**src/rtl/mac_seq_pkg.sv**
```systemverilog
// Shared definitions for the MAC16 dot-product sequencer.
//   - state_e   : sequencer FSM states
//   - OpW/AccW  : MAC16 operand and accumulator widths
//   - SatMax/Min: signed 16-bit saturation limits, held as 32-bit values
package mac_seq_pkg;

  typedef enum logic [1:0] {
    StIdle  = 2'd0,
    StIssue = 2'd1,
    StDrain = 2'd2,
    StDone  = 2'd3
  } state_e;

  localparam int unsigned OpW  = 16;
  localparam int unsigned AccW = 32;

  localparam logic signed [AccW-1:0] SatMax = 32'sh0000_7FFF;
  localparam logic signed [AccW-1:0] SatMin = 32'shFFFF_8000;

endpackage

```
**src/rtl/mac_res_scale.sv**
```systemverilog
// Result scaling for the dot-product sequencer (purely combinational).
//   acc : raw MAC16 accumulator value (two's complement)
//   res : acc arithmetically shifted right by SHIFT, sign-extended to AccW bits
// Build option MAC_DOT_SEQ_SAT16_EN: when defined, the shifted value is clamped to the
// signed 16-bit range (0x00007FFF / 0xFFFF8000) before sign extension. When undefined,
// no clamp logic exists at all.
module mac_res_scale
  import mac_seq_pkg::*;
#(
  parameter int unsigned SHIFT = 15
) (
  input  logic [AccW-1:0] acc,
  output logic [AccW-1:0] res
);

  logic signed [AccW-1:0] shifted;

  always_comb begin
    shifted = $signed(acc) >>> SHIFT;
`ifdef MAC_DOT_SEQ_SAT16_EN
    if (shifted > SatMax) begin
      res = $unsigned(SatMax);
    end else if (shifted < SatMin) begin
      res = $unsigned(SatMin);
    end else begin
      res = $unsigned(shifted);
    end
`else
    res = $unsigned(shifted);
`endif
  end

endmodule

```
**src/rtl/mac_dot_seq.sv**
```systemverilog
// Dot-product sequencer for one MAC16 slice: sum(coef[i] * samp[i]), i = 0 .. len-1.
// Walks both synchronous-read RAMs with a shared address, gates the returning data into
// the MAC16 operand pins, then scales the accumulator and offers it on a valid/ready port.
//
// Ports
//   clk, rst              clock; synchronous active-high reset
//   start, len            request (accepted only while busy=0); len sampled on acceptance
//   busy                  high from acceptance until the result handshake completes
//   coef_addr, samp_addr  RAM read addresses (same value on both)
//   coef_data, samp_data  RAM read data, MEM_LAT cycles after the address
//   mac_a, mac_b          MAC16 operands (zero for pipeline slots carrying no term)
//   mac_ce, mac_orst      MAC16 clock enable and accumulator reset
//   mac_o                 MAC16 accumulator output, MAC_LAT cycles after the operands
//   res_data, res_valid   scaled result and its valid
//   res_ready             consumer ready
//
// Build option MAC_DOT_SEQ_SAT16_EN: saturate the scaled result to signed 16 bits
// (implemented in mac_res_scale).
module mac_dot_seq
  import mac_seq_pkg::*;
#(
  parameter int unsigned ADDR_W  = 8,
  parameter int unsigned MEM_LAT = 1,
  parameter int unsigned MAC_LAT = 2,
  parameter int unsigned SHIFT   = 15
) (
  input  logic              clk,
  input  logic              rst,
  input  logic              start,
  input  logic [ADDR_W:0]   len,
  output logic              busy,
  output logic [ADDR_W-1:0] coef_addr,
  output logic [ADDR_W-1:0] samp_addr,
  input  logic [OpW-1:0]    coef_data,
  input  logic [OpW-1:0]    samp_data,
  output logic [OpW-1:0]    mac_a,
  output logic [OpW-1:0]    mac_b,
  output logic              mac_ce,
  output logic              mac_orst,
  input  logic [AccW-1:0]   mac_o,
  output logic [AccW-1:0]   res_data,
  output logic              res_valid,
  input  logic              res_ready
);

  // Cycles between the last issued address and the accumulator holding the full sum.
  localparam int unsigned DrainCyc = MEM_LAT + MAC_LAT;
  localparam int unsigned DrainW   = (DrainCyc > 1) ? $clog2(DrainCyc) : 1;

  localparam logic [DrainW-1:0] DrainLast = DrainW'(DrainCyc - 1);
  localparam logic [DrainW-1:0] DrainOne  = DrainW'(1);
  localparam logic [ADDR_W-1:0] AddrOne   = ADDR_W'(1);
  localparam logic [ADDR_W:0]   LenOne    = (ADDR_W + 1)'(1);

  state_e              state_q, state_d;
  logic [ADDR_W-1:0]   addr_q, addr_d;
  logic [ADDR_W:0]     len_q, len_d;
  logic [DrainW-1:0]   drain_q, drain_d;
  logic [MEM_LAT-1:0]  vld_q, vld_d;
  logic [AccW-1:0]     res_q, res_d;
  logic [AccW-1:0]     scaled;

  logic issue;
  logic last_addr;
  logic drain_done;
  logic data_vld;

  assign issue      = (state_q == StIssue);
  // len_q >= 1 whenever ISSUE is entered, so len_q - 1 never underflows here.
  assign last_addr  = ({1'b0, addr_q} == (len_q - LenOne));
  assign drain_done = (drain_q == DrainLast);
  // Valid bit that has travelled alongside the address through the RAM read latency.
  assign data_vld   = vld_q[MEM_LAT-1];

  mac_res_scale #(
    .SHIFT (SHIFT)
  ) u_scale (
    .acc (mac_o),
    .res (scaled)
  );

  // ---------------------------------------------------------------------------------------
  // FSM state register
  // ---------------------------------------------------------------------------------------
  always_ff @(posedge clk) begin
    if (rst) begin
      state_q <= StIdle;
    end else begin
      state_q <= state_d;
    end
  end

  // ---------------------------------------------------------------------------------------
  // FSM next-state logic
  // ---------------------------------------------------------------------------------------
  always_comb begin
    state_d = state_q;
    unique case (state_q)
      StIdle: begin
        if (start) begin
          state_d = (len == '0) ? StDone : StIssue;
        end
      end
      StIssue: begin
        if (last_addr) begin
          state_d = StDrain;
        end
      end
      StDrain: begin
        if (drain_done) begin
          state_d = StDone;
        end
      end
      StDone: begin
        if (res_ready) begin
          state_d = StIdle;
        end
      end
      default: state_d = StIdle;
    endcase
  end

  // ---------------------------------------------------------------------------------------
  // Datapath registers
  // ---------------------------------------------------------------------------------------
  always_ff @(posedge clk) begin
    if (rst) begin
      addr_q  <= '0;
      len_q   <= '0;
      drain_q <= '0;
      vld_q   <= '0;
      res_q   <= '0;
    end else begin
      addr_q  <= addr_d;
      len_q   <= len_d;
      drain_q <= drain_d;
      vld_q   <= vld_d;
      res_q   <= res_d;
    end
  end

  always_comb begin
    addr_d  = addr_q;
    len_d   = len_q;
    drain_d = drain_q;
    res_d   = res_q;

    vld_d[0] = issue;
    for (int unsigned i = 1; i < MEM_LAT; i++) begin
      vld_d[i] = vld_q[i-1];
    end

    unique case (state_q)
      StIdle: begin
        if (start) begin
          len_d   = len;
          drain_d = '0;
          // A zero-length product completes immediately with a zero result.
          res_d   = '0;
        end
      end
      StIssue: begin
        // Hold on the last address so len == 2**ADDR_W never wraps back to 0.
        if (!last_addr) begin
          addr_d = addr_q + AddrOne;
        end
      end
      StDrain: begin
        drain_d = drain_q + DrainOne;
        if (drain_done) begin
          res_d = scaled;
        end
      end
      StDone: begin
        // Park the address at 0 between runs so idle periods show no address movement.
        if (res_ready) begin
          addr_d = '0;
        end
      end
      default: ;
    endcase
  end

  // ---------------------------------------------------------------------------------------
  // FSM outputs
  // ---------------------------------------------------------------------------------------
  always_comb begin
    busy      = 1'b1;
    mac_ce    = 1'b0;
    mac_orst  = 1'b0;
    res_valid = 1'b0;
    unique case (state_q)
      StIdle: begin
        busy     = 1'b0;
        mac_orst = 1'b1;
      end
      StIssue,
      StDrain: begin
        mac_ce = 1'b1;
      end
      StDone: begin
        res_valid = 1'b1;
      end
      default: ;
    endcase
  end

  assign coef_addr = addr_q;
  assign samp_addr = addr_q;
  // Empty pipeline slots feed zeros so they add nothing to the accumulator.
  assign mac_a     = data_vld ? coef_data : '0;
  assign mac_b     = data_vld ? samp_data : '0;
  assign res_data  = res_q;

endmodule

```
**config.mk**
```make
export PLATFORM = sky130hd
export DESIGN_NAME = mac_dot_seq
export DESIGN_NICKNAME = d
export VERILOG_FILES = /design/src/rtl/mac_seq_pkg.sv /design/src/rtl/mac_res_scale.sv /design/src/rtl/mac_dot_seq.sv
export SDC_FILE = /design/constraint.sdc
export NUM_CORES = 1
export LEC_CHECK = 0
export BUFFER_PORTS_ARGS = -buffer_cell sky130_fd_sc_hd__buf_4
export CELL_PAD_IN_SITES_DETAIL_PLACEMENT = 0
export CELL_PAD_IN_SITES_GLOBAL_PLACEMENT = 1
export CORE_MARGIN = 1.5
export CORE_UTILIZATION = 34
export CTS_CLUSTER_DIAMETER = 50
export DETAILED_ROUTE_END_ITERATION = 8
export MAX_ROUTING_LAYER = met4
export PLACE_DENSITY_LB_ADDON = 0.1
export SYNTH_ARGS = -nofsm -noshare
export SYNTH_HDL_FRONTEND = slang
export SYNTH_HIERARCHICAL = 1
export SYNTH_SLANG_ARGS = --single-unit
```
**constraint.sdc**
```tcl
create_clock -name clk -period 4.4 [get_ports clk]
set_input_delay 0.88 -clock clk [delete_from_list [all_inputs] [get_ports clk]]
set_output_delay 0.88 -clock clk [all_outputs]
set_load 0.03 [all_outputs]
```
==> impl_metrics.ini, run 1 <==
[clocking]
hold_buffers = 0
worstSkewPairLatency_ns = 0.31
cts_resized = 0
post_cts_buffers = 0
cts-root-buf = clkbuf_8
htreeDepth = 2
cts_buffer_depth = 2
clkSinkCount = 54
cts_buffers = 5
cts_tree = done
clk_pin_slew_ns = 0.11

[global_route]
grt_util_all_layers = 0.168
grt_pass1_vias = 2608
antenna_found_initial = 0
grt_pass1_wl_microns = 13000
overflow = 0
grt_start_max_net_pins = 56

[synthesis]
avgSynthCellArea_sq_um = 8.08
synthesis.area_sq_mm = 0.00300
yosys_warnings = 6
synthArstFlopShare = 0
synth_nets = 455
synth_edf_count = 0
ys_ff_latch = 54
ys_types = 45
synth_flop_cell = dfxtp_1
syn_inst = 371
seq_area_frac_synth = 0.361

[setup_path]
crit_fanout = 13
reg2reg_depth = 8
cp-end-kind = flip-flop
reg2reg_from = len_q[0]
critPathLaunchType = flip-flop
cp.required_ns = 4.61
critPathArrivalTime_ns = 2.81
rrSetupSlack_ns = 1.79
reg2reg_to = state_q[1]
path_class = flip-flop to flip-flop

[cells_and_area]
fin_cells = 572
drive_above_1_share = 0.345
antenna_cells = 0
final_core_util = 0.457
nets = 547
nFillCells = 900
syn2layout_area_growth_pct = 31.8

[sta]
max_freq_mhz = 384
max_slew_margin = 0.296
slew_violations = 0
finClkSkew_ns = 0.00385
setup_violations = 0
setup_slack_ns = 1.79
period_minus_slack_ns = 2.61
rsz0062_at_grt = no
holdWs_ns = 0.500
hold_viol_final = 0
setup_tns_ns = 0
finalCritPeriodShare = 0.592
worstMarginPinSlew_ns = 1.06

[min_path]
min_path_cells = 2
hold_path_startpoint = drain_q[1]
min_to = drain_q[1]
hold_path.class = flip-flop to flip-flop

[drt]
firstDrtPassIters = 4
route.vias.total = 2793
ant_nets = 0
drc = 0
vias_per_cell = 4.88
avgRoutedWirePerCell_microns = 13.7
drt-total-wl_microns = 7860
drt_iter0_markers = 124

[pwr]
vdd_drop_max_v = 0.000174
power_leakage_nw = 1.82
powerDensity_mw_per_mm2 = 380

[outcome]
outcome = completed

[floorplan]
initial_utilization = 0.347
die_area_sq_mm = 0.00939
fp.dieH_microns = 96.9
core_sq_mm = 0.00864
rows = 34
ios = 161
die_w_microns = 96.9

[place]
place_hpwl_microns = 5680
port_buffers = 145
gp_congestion = 0.751
post-place-ws_ns = 1.81
place_inst = 564

[job]
drv_cap = 0
[cells in the mapped netlist (3+ instances only)]
library cell	instances	share of area
nand2_1	28	0.035
a22oi_1	33	0.083
inv_1	15	0.019
or3_1	3	0.0063
o21ai_0	5	0.0083
xnor2_1	5	0.015
and2_1	34	0.071
nand3_1	8	0.013
nor3_1	7	0.012
ha_1	7	0.029
clkbuf_1	19	0.024
nor2_1	45	0.056
nand2b_1	3	0.0063
buf_4	40	0.10
dfxtp_1	54	0.36
xor2_1	3	0.0088
nand4_1	3	0.0063
nor2b_1	3	0.0063
a31oi_1	3	0.0063
a21oi_1	19	0.032
o32ai_1	4	0.012
a21o_1	3	0.0075
[report_power, final]
group / total (mW) / leakage (nW) / switching (mW) / internal, mW
Combinational: 0.584 / 1.32 / 0.361 / 0.223
Clock: 0.350 / 0.0587 / 0.177 / 0.173
Sequential: 0.565 / 0.437 / 0.0507 / 0.514
[worst max-delay path by stage]
stage / slack [ns] / startpoint / end / cells past startpoint
finish: 1.79 / len_q[0] / state_q[1] / 8
global route: 1.58 / len_q[0] / state_q[0] / 8
floorplan: 2.08 / res_ready / coef_addr[7] / 5
CTS: 1.83 / len_q[0] / state_q[1] / 8
global placement: 1.78 / res_ready / coef_addr[7] / 6
detailed placement: 1.81 / res_ready / coef_addr[7] / 6
[cells by family (layout without fill, tap and decap cells)]
group,Yosys count,count (layout),share of synthesized area
and+or+nand+nor,143,143,0.241
buffers and inverters,76,169,0.150
DFF,54,54,0.361
xor gates and xnor gates,8,8,0.0234
adders and majority gates,7,7,0.0292
AOI/OAI and AO/OA,81,81,0.188
muxes,2,2,0.00710
[cell type report]
| type | instances | area (sq um) | area share |
|---|---|---|---|
| Timing Repair Buffer | 146 | 1100 | 0.277 |
| Tap cell | 108 | 135 | 0.0342 |
| Clock buffer | 5 | 68.8 | 0.0174 |
| Inverter | 15 | 56.3 | 0.0143 |
| Sequential cell | 54 | 1080 | 0.274 |
| Clock inverter | 3 | 47.5 | 0.0120 |
| Multi-Input combinational cell | 241 | 1470 | 0.371 |
[sequential cells by signal, summed over array words and instances (netlist names)]
register / flops
coef_addr: 8
res_data: 32
data_vld: 1
len_q: 9
state_q: 2
drain_q: 2
[layer usage]
metal	share of wire	GRT usage	vias up
met5	0	-	-
met4	0.010	0.0390	0
met3	0.038	0.0231	8
met2	0.51	0.289	87
met1	0.44	0.210	1274
li1	-	-	1424
[critical path, stage by stage, from the launching register on]
cell	delay (ns)
dfxtp_1	0.47
inv_1	0.07
ha_1	0.30
xor2_1	0.13
nand2_1	0.06
a2111oi_0	0.47
o211a_1	0.50
o21ai_0	0.20
mux2_2	0.29
[per-stage QoR]
stage	cell area (sq um)	total power, mW
2_1_floorplan	3000	0.991
3_3_place_gp	3830	1.16
3_5_place_dp	3830	1.17
4_1_cts	3950	1.53
5_1_grt	3950	1.59
6_report	3950	1.50
[cells in the final DEF (no fill, tap or decap), types with 4 or more instances in the layout]
cell type  instances
buf_4            146
dfxtp_1           54
nor2_1            45
and2_1            34
a22oi_1           33
nand2_1           28
a21oi_1           19
inv_1             15
nand3_1            8
nor3_1             7
ha_1               7
o21ai_0            5
xnor2_1            5
clkbuf_8           5
o32ai_1            4
Power figures use the tool's default switching activity.
==> run 2, diff against run 1 <==
--- a/config.mk
+++ b/config.mk
@@ -9,7 +9,7 @@
 export CELL_PAD_IN_SITES_DETAIL_PLACEMENT = 0
 export CELL_PAD_IN_SITES_GLOBAL_PLACEMENT = 1
 export CORE_MARGIN = 1.5
-export CORE_UTILIZATION = 34
+export CORE_UTILIZATION = 32
 export CTS_CLUSTER_DIAMETER = 50
 export DETAILED_ROUTE_END_ITERATION = 8
 export MAX_ROUTING_LAYER = met4
==> constraint.sdc (replaced) <==
create_clock -name clk -period 2.5 [get_ports clk]
set_input_delay 0.5 -clock clk [delete_from_list [all_inputs] [get_ports clk]]
set_output_delay 0.5 -clock clk [all_outputs]
set_load 0.03 [all_outputs]
==> run 2 against run 1 <==
- total power up 74%
- die area up 6.1%
- first-iteration DRC count down 14%
==> impl_metrics.ini, run 2 (synthesized netlist as in run 1, its figures left out) <==
[outcome]
outcome = completed

[pwr]
switching_share = 0.395
power_frac_clock = 0.199
power_leakage_nw = 1.90
total_power_mw = 2.61
power_switching_mw = 1.03
pwr-share-seq = 0.369
powerDensity_mw_per_mm2 = 638
p_int_mw = 1.58
vdd_drop_max_v = 0.000326
combPwrFrac = 0.432

[setup_path]
crit_path_frequent_cell = buf_4
cp_slowest_stage_delay_ns = 0.40
crit_family = compound AO/OA/AOI/OAI gates
critPathArrivalTime_ns = 2.53
crit_slowest_cell = dfxtp_1
path_buf_inv = 2
cp-end-kind = flip-flop
path_cells = nor4_4 -> buf_4 -> o211ai_1 -> a211o_1 -> o211a_2 -> buf_4 -> a22o_2 -> a32o_1
path_class = flip-flop to flip-flop
cp.required_ns = 2.71
crit_fanout = 7
critPathLaunchType = flip-flop

[global_route]
antenna_found_initial = 0
grt_pass1_wl_microns = 12800
grt_pass1_vias = 2584
overflow = 0
grt_start_max_net_pins = 56
grt_util_all_layers = 0.163

[sta]
finalCritPeriodShare = 0.930
rsz0062_at_grt = no
worstMarginPinSlew_ns = 0.686
max_freq_mhz = 430
holdWs_ns = 0.434
period_minus_slack_ns = 2.32
max_slew_margin = 0.542
slew_violations = 0
setup_slack_ns = 0.175
hold_viol_final = 0
setup_tns_ns = 0
setup_violations = 0
finClkSkew_ns = 0.00990

[drt]
ant_nets = 0
route.vias.total = 2884
drt-total-wl_microns = 8120
drc = 0
avgRoutedWirePerCell_microns = 13.6
firstDrtPassIters = 4
vias_per_cell = 4.84
drt_iter0_markers = 107

[clocking]
clk_pin_slew_ns = 0.10
cts-root-buf = clkbuf_8
htreeDepth = 2
cts_buffer_depth = 2
cts_tree = done
clkSinkCount = 54
worstSkewPairLatency_ns = 0.31
cts_buffers = 5

[cells_and_area]
fin_cells = 596
fin_area_sq_mm = 0.00409
largest_register_ff_count = 32
syn2layout_area_growth_pct = 36.6
nFillCells = 932
ff_latch_area_sq_mm = 0.00108
final_core_util = 0.447
multi_input_area_sq_mm = 0.00147
layout_common_cells = buf_4 (167), dfxtp_1 (54), nor2_1 (45)
antenna_cells = 0
drive_above_1_share = 0.375
final_common_cell = buf_4
nets = 568

[place]
post-place-ws_ns = 0.137
place_inst = 584
port_buffers = 145
placed_area_sq_mm = 0.00397
gp_congestion = 0.810
place_hpwl_microns = 5980

[floorplan]
die_area_sq_mm = 0.00995
initial_utilization = 0.327
fp.dieH_microns = 99.8
core_sq_mm = 0.00915
ios = 161
rows = 35
die_w_microns = 99.8

[min_path]
hold_path.class = primary input to flip-flop

[job]
drv_cap = 0
-- run 2: cell types whose count changed in the layout (fill, tap and decap cells not counted), sizes merged --
cell | previous run | this run
clkinv | 1 | 0
clkinvlp | 0 | 1
bufinv | 1 | 0
clkbuf | 5 | 6
buf | 146 | 167
-- run 2: final timing paths --
path,startpoint,endpoint,slack [ns],depth (start not counted)
min,mac_o[30],res_data[15],0.43,3
max reg2reg,len_q[4],coef_addr[7],0.18,8
min reg2reg,len_q[6],len_q[6],0.49,2
max,len_q[4],coef_addr[7],0.18,8
-- run 2: final cells by class --
cell class              instances  area share
multi-input cells             241       0.358
well taps                     111      0.0339
repair buffers                167       0.306
inverters                      15      0.0138
clock buffers                   6      0.0202
clock inverters                 2     0.00397
flip-flops and latches         54       0.264
-- run 2: per-layer routing --
layer / GRT usage / part of all wire / up-vias
met5: - / 0 / -
li1: - / - / 1462
met2: 0.273 / 0.48 / 96
met4: 0.0358 / 0.0062 / 0
met1: 0.205 / 0.46 / 1322
met3: 0.0286 / 0.048 / 4
-- run 2: worst reg2reg max path, cell delays in order (launching register included) --
cell      delay, ns
dfxtp_1        0.40
nor4_4         0.30
buf_4          0.19
o211ai_1       0.09
a211o_1        0.27
o211a_2        0.33
buf_4          0.16
a22o_2         0.25
a32o_1         0.24
-- run 2: repair_timing --
item                       4_1_cts  5_1_grt
hold endpoints to repair         0        0
setup endpoints to repair        0        9
hold buffers                     0        0
buffers inserted                 0        4
gates resized for setup          0        1
-- run 2: power groups by stage --
stage | Clock [mW] | Combinational, mW | Sequential [mW]
2_1_floorplan | 0 | 0.753 | 0.991
3_3_place_gp | 0 | 1.13 | 0.982
3_5_place_dp | 0 | 1.13 | 0.985
4_1_cts | 0.550 | 1.13 | 0.964
5_1_grt | 0.586 | 1.25 | 0.973
6_report | 0.521 | 1.13 | 0.962
